## config.mk

```make
export PLATFORM = sky130hd
export DESIGN_NAME = sorted_display
export DESIGN_NICKNAME = d
export VERILOG_FILES = /design/src/rtl/sorted_display.sv
export SDC_FILE = /design/constraint.sdc
export NUM_CORES = 1
export LEC_CHECK = 0
export ABC_CLOCK_PERIOD_IN_PS = 5470
export CAP_MARGIN = 25
export CORE_MARGIN = 1.5
export CORE_UTILIZATION = 47
export CTS_BUF_LIST = sky130_fd_sc_hd__clkbuf_4 sky130_fd_sc_hd__clkbuf_8 sky130_fd_sc_hd__clkbuf_16
export DETAILED_ROUTE_END_ITERATION = 6
export PLACE_DENSITY = 0.68
export SLEW_MARGIN = 20
export SYNTH_ARGS = -nofsm -noshare
export SYNTH_HDL_FRONTEND = slang
export SYNTH_SLANG_ARGS = --single-unit
```

## constraint.sdc

```tcl
create_clock -name clk -period 5.47 [get_ports clk]
set_clock_uncertainty 0.15 [all_clocks]
set_input_delay 1.094 -clock clk [delete_from_list [all_inputs] [get_ports clk]]
set_output_delay 1.094 -clock clk [all_outputs]
set_load 0.005 [all_outputs]
```

## src/rtl/sorted_display.sv

```systemverilog
// Sorted-value display driver: captures four 4-bit sorted elements on the
// rising edge of sorting_done and multiplexes them onto a 4-digit,
// active-low, common-anode 7-segment display. Elements read ascending
// from left to right. The shared decimal point flashes after each capture.
//
// Scan sequence: ctr counts 0..REFRESH_DIV-1. Each wrap of ctr advances
// idx by one, modulo 4. Digit idx shows element idx on anode an[3-idx].
// The anodes stay blank while ctr is 0 or 1, so the old digit is off
// before the new digit is driven.
//
// The seg, dp and an outputs are registered. Each one lags the scan and
// capture state by one clock.
module sorted_display #(
    parameter int REFRESH_DIV  = 100000,
    parameter int FLASH_CYCLES = 50000000
) (
    input  logic        clk,
    input  logic        rst,
    input  logic [15:0] nums_in,
    input  logic        sorting_done,
    output logic [6:0]  seg,
    output logic        dp,
    output logic [3:0]  an,
    output logic        valid
);

    localparam int CW = (REFRESH_DIV > 1) ? $clog2(REFRESH_DIV) : 1;
    localparam int FW = $clog2(FLASH_CYCLES + 1);

    localparam logic [CW-1:0] CTR_LAST   = CW'(REFRESH_DIV - 1);
    localparam logic [CW-1:0] CTR_ONE    = CW'(1);
    localparam logic [FW-1:0] FLASH_LOAD = FW'(FLASH_CYCLES);

    localparam logic [6:0] SEG_BLANK = 7'b1111111;
    localparam logic [6:0] SEG_DASH  = 7'b0111111;
    localparam logic [6:0] SEG_ERR   = 7'b0000110;

    // Segment encoding of one element, active-low {g,f,e,d,c,b,a}.
    // Values above 9 are shown as 'E'.
    function automatic logic [6:0] seg_encode(input logic [3:0] v);
        case (v)
            4'd0:    seg_encode = 7'b1000000;
            4'd1:    seg_encode = 7'b1111001;
            4'd2:    seg_encode = 7'b0100100;
            4'd3:    seg_encode = 7'b0110000;
            4'd4:    seg_encode = 7'b0011001;
            4'd5:    seg_encode = 7'b0010010;
            4'd6:    seg_encode = 7'b0000010;
            4'd7:    seg_encode = 7'b1111000;
            4'd8:    seg_encode = 7'b0000000;
            4'd9:    seg_encode = 7'b0010000;
            default: seg_encode = SEG_ERR;
        endcase
    endfunction

    logic          done_q;
    logic          capture;
    logic [15:0]   disp_q;
    logic          valid_q;
    logic [FW-1:0] flash_q;
    logic [CW-1:0] ctr_q;
    logic [1:0]    idx_q;

    logic [3:0]    digit;
    logic          blank;
    logic [6:0]    seg_nxt;
    logic [3:0]    an_nxt;
    logic          dp_nxt;

    // A capture happens only on the rising edge of the upstream done level.
    assign capture = sorting_done & ~done_q;

    // Delay sorting_done by one clock to detect its rising edge.
    always_ff @(posedge clk or negedge rst) begin
        if (!rst) begin
            done_q <= 1'b0;
        end else begin
            done_q <= sorting_done;
        end
    end

    // Latch the sorted values on a capture and (re)start the dp flash.
    // Otherwise the flash counter decrements and saturates at 0.
    always_ff @(posedge clk or negedge rst) begin
        if (!rst) begin
            disp_q  <= '0;
            valid_q <= 1'b0;
            flash_q <= '0;
        end else if (capture) begin
            disp_q  <= nums_in;
            valid_q <= 1'b1;
            flash_q <= FLASH_LOAD;
        end else if (flash_q != '0) begin
            flash_q <= flash_q - FW'(1);
        end
    end

    // Free-running scan counter. Each wrap advances the digit index.
    // Captures do not affect this counter.
    always_ff @(posedge clk or negedge rst) begin
        if (!rst) begin
            ctr_q <= '0;
            idx_q <= 2'd0;
        end else if (ctr_q == CTR_LAST) begin
            ctr_q <= '0;
            idx_q <= idx_q + 2'd1;
        end else begin
            ctr_q <= ctr_q + CW'(1);
        end
    end

    // Decode the current scan slot into the next seg/dp/an values.
    always_comb begin
        digit   = disp_q[{idx_q, 2'b00} +: 4];
        blank   = (ctr_q == '0) || (ctr_q == CTR_ONE);
        seg_nxt = valid_q ? seg_encode(digit) : SEG_DASH;
        an_nxt  = 4'b1111;
        if (!blank) begin
            an_nxt = ~(4'b1000 >> idx_q);
        end
        dp_nxt  = (flash_q == '0);
    end

    // Register the display outputs. Reset forces everything dark at once.
    always_ff @(posedge clk or negedge rst) begin
        if (!rst) begin
            seg <= SEG_BLANK;
            dp  <= 1'b1;
            an  <= 4'b1111;
        end else begin
            seg <= seg_nxt;
            dp  <= dp_nxt;
            an  <= an_nxt;
        end
    end

    assign valid = valid_q;

endmodule

```

==> results.tsv <==
stage	metric	value	unit
critical_path	Critical Path End	flash_q[19]	
synth	Seq cells post-synth	75	
critical_path	R2R depth	5	
clock_network	worst skew pair latency	0.36	ns
flow_run	Max-Cap Viols	0	
route	met1 wire length	3.29	mm
synth	Synth area leaders	dfrtp_1, dfstp_2, nand2_1	
clock_network	CTS tree	done	
global_route	total gr overflow	0	
clock_network	H-tree depth	3	
synth	Ys Warns	0	
sta	final setup margin	2.52	ns
route	Iter 0 DRT Violations	80	
synth	Post-Synthesis Cells	364	
placement	Port Buf Inserts	31	
synth	EDFF count, synth	0	
clock_network	CTS root buf	clkbuf_8	
critical_path	r2r startpoint	flash_q[14]	
global_route	largest net degree at the start of global routing	76	
route	Routed WL per cell	13.7	µm
outcome	outcome	finished, final reports clean	
placement	setup slack at placement	2.50	ns
global_route	first-pass GRT wire length	12.1	mm
critical_path	R2R Path End	flash_q[19]	
global_route	initial antenna violation count	0	
sta	worst rel slew slack	37.9	%
synth	Synth Area in Simple Gates	23.1	%
clock_network	CTS Buf Count	9	
synth	post-synthesis mux area share	2.96	%
floorplanning	I/O Pins	32	
route	WL met3	235	µm
route	vias per cell	5.31	
route	WL final	6.86	mm
synth	leading area contributor after synthesis	dfrtp_1	
power	pwr dens	301	nW/µm²
global_route	total track usage	18.0	%
synth	compound-cell area share of the yosys netlist	8.34	%
clock_network	PostCTS Resize Cnt	0	
synth	main combinational cell family by area after synthesis	simple AND/OR/NAND/NOR gates	
clock_network	clock sink count	75	
synth	top cell type's share of synthesized area	42.4	%
sta	Tmin final	2.95	ns
critical_path	Critical Path Source Type	flip-flop	
placement	HPWL Detailed	4.62	mm
critical_path	WP data required	5.56	ns
sta	worst slew pin tran	0.932	ns
synth	Syn Area/Cell	10.2	µm²
cells_and_area	layout cell share with drive strength beyond 1	12.8	%
cells_and_area	Syn-to-layout area delta	15.3	%
synth	ys flop type	dfrtp_1	
power	static leakage	0.00175	µW
sta	final period utilization	53.9	%
sta	Final Max Slew Viols	0	
cells_and_area	Antenna diodes	0	
clock_network	Post-CTS Setup Inserts	0	
route	met2 WL post-DR	3.23	mm
route	Vias	2657	
sta	RSZ-0062 raised after global routing	no	
synth	XOR/XNOR Fraction of Synth Area	7.30	%
sta	Fmax	0.339	GHz
critical_path	reg2reg setup slack	2.52	ns
floorplanning	Initial Util	48.4	%
placement	DP Area	4100	µm²
synth	Post-synth ARST share	100	%
power	Max VDD drop	0.124	mV
hold_path	min-delay worst type	flip-flop to flip-flop	
critical_path	Critical Path AT	3.04	ns
synth	Distinct cells, synth	43	
sta	setup_tns	0	ns
clock_network	Clock Pin Slew Worst Setup and Hold Paths	0.08	ns
placement	placer's final routability congestion estimate	0.787	
route	Final ANT Viol Nets	0	
critical_path	crit-path max FO	14	
cells_and_area	Final Cell Area	4290	µm²
synth	top cells by count, synth	nand2_1, dfrtp_1, nor2_1	
sta	Final Hold Viols	0	
route	top routing layer in use	met4	
sta	setup violators final	0	
synth	top-count cell post-synth	nand2_1	
cells_and_area	final net count	425	
clock_network	Post-CTS Hold Fix Bufs	0	
synth	Cell Area, Synth	3720	µm²
floorplanning	die height	92.0	µm
synth	Net Count, Synth	396	
route	drt drc	0	
floorplanning	cell row count	32	
route	Pre-Repair DR Iteration Count	4	
synth	Adder-Cell Fraction of Synth Area	4.37	%
critical_path	CP Class	flip-flop to flip-flop	
synth	Seq/Total Area, Yosys	50.8	%
floorplanning	Core Box Area	7690	µm²
global_route	vias in the first global route	2660	
floorplanning	die area	8460	µm²
floorplanning	Die W	92.0	µm
critical_path	Critical Path End Type	flip-flop	
critical_path	Worst Setup SP	flash_q[14]	
clock_network	clk buf depth	2	
critical path, cell delays in order (launching register included):
cell and delay [ns]:
dfrtp_1 0.43, or4_1 0.69, nor4_4 0.80, a21boi_0 0.40, a211oi_1 0.29, nor2_1 0.07
flip-flops by register name, summed over array words and instances, names as in the netlist:
register	count
ctr_q	17
flash_q	26
done_q	1
seg	7
idx_q	2
valid	1
an	4
dp	1
disp_q	16
placed cells by master, fill, tap and decap left out, types with 4 or more instances in the layout:
| cell type | synthesis | final |
|---|---|---|
| dfrtp_1 | 63 | 63 |
| inv_6 | 0 | 4 |
| a21oi_1 | 10 | 10 |
| nand2_1 | 73 | 73 |
| dfstp_2 | 12 | 12 |
| clkbuf_8 | 0 | 9 |
| a211oi_1 | 4 | 4 |
| or3_1 | 7 | 7 |
| inv_1 | 10 | 10 |
| xor2_1 | 11 | 11 |
| clkdlybuf4s50_1 | 0 | 30 |
| nor3_1 | 9 | 9 |
| ha_1 | 13 | 13 |
| nand3_1 | 8 | 8 |
| o21ai_0 | 15 | 15 |
| or4_1 | 8 | 8 |
| xnor2_1 | 20 | 20 |
| nor4_1 | 7 | 7 |
| nor2_1 | 29 | 29 |
| nand4_1 | 5 | 5 |
cell families after synthesis:
group,Yosys count
simple gates,169
flops,75
mux,7
buf+inv,26
xor+xnor,31
fa+ha+maj,13
compound gates,43
area by class of cell:
cell class | instances | area (µm²)
clock buffer | 9 | 124
tap | 102 | 128
timing repair buffer | 34 | 334
sequential | 75 | 1890
clock inverter | 7 | 58.8
inverter | 10 | 37.5
fill | 697 | 3400
multi-input combinational | 263 | 1720
worst min path at each step:
| stage | slack (ns) | to | startpoint | depth (start not counted) |
|---|---|---|---|---|
| CTS | 0.33 | disp_q[11] | disp_q[11] | 2 |
| finish | 0.33 | disp_q[4] | disp_q[4] | 2 |
| floorplan | 0.29 | disp_q[8] | disp_q[8] | 2 |
| detailed placement | 0.31 | disp_q[11] | disp_q[11] | 2 |
| global route | 0.35 | disp_q[11] | disp_q[11] | 2 |
| global placement | 0.30 | disp_q[15] | disp_q[15] | 2 |
routing by layer:
layer / GRT usage (%) / vias to the layer above
li1: - / 1317
met1: 23.6 / 1296
met2: 28.7 / 36
met3: 4.15 / 8
met4: 7.82 / 0
met5: 0 / -
stage by stage:
| step | cells | power (µW) | hold slack [ns] | util, % |
|---|---|---|---|---|
| CTS | 499 | 1300 | 0.330 | 55.6 |
| finish | 500 | 1290 | 0.328 | 55.8 |
| floorplan | 364 | 824 | 0.290 | - |
| detailed placement | 483 | 900 | 0.310 | 53.3 |
| global route | 500 | 1360 | 0.349 | 55.8 |
| global placement | 483 | 894 | 0.301 | 53.3 |
power breakdown:
part | switching [µW] | leakage [µW] | internal (µW)
Combinational | 112 | 0.000770 | 110
Sequential | 52.5 | 0.000887 | 617
Clock | 225 | 0.0000929 | 173
(Power assumes the default switching activity.)
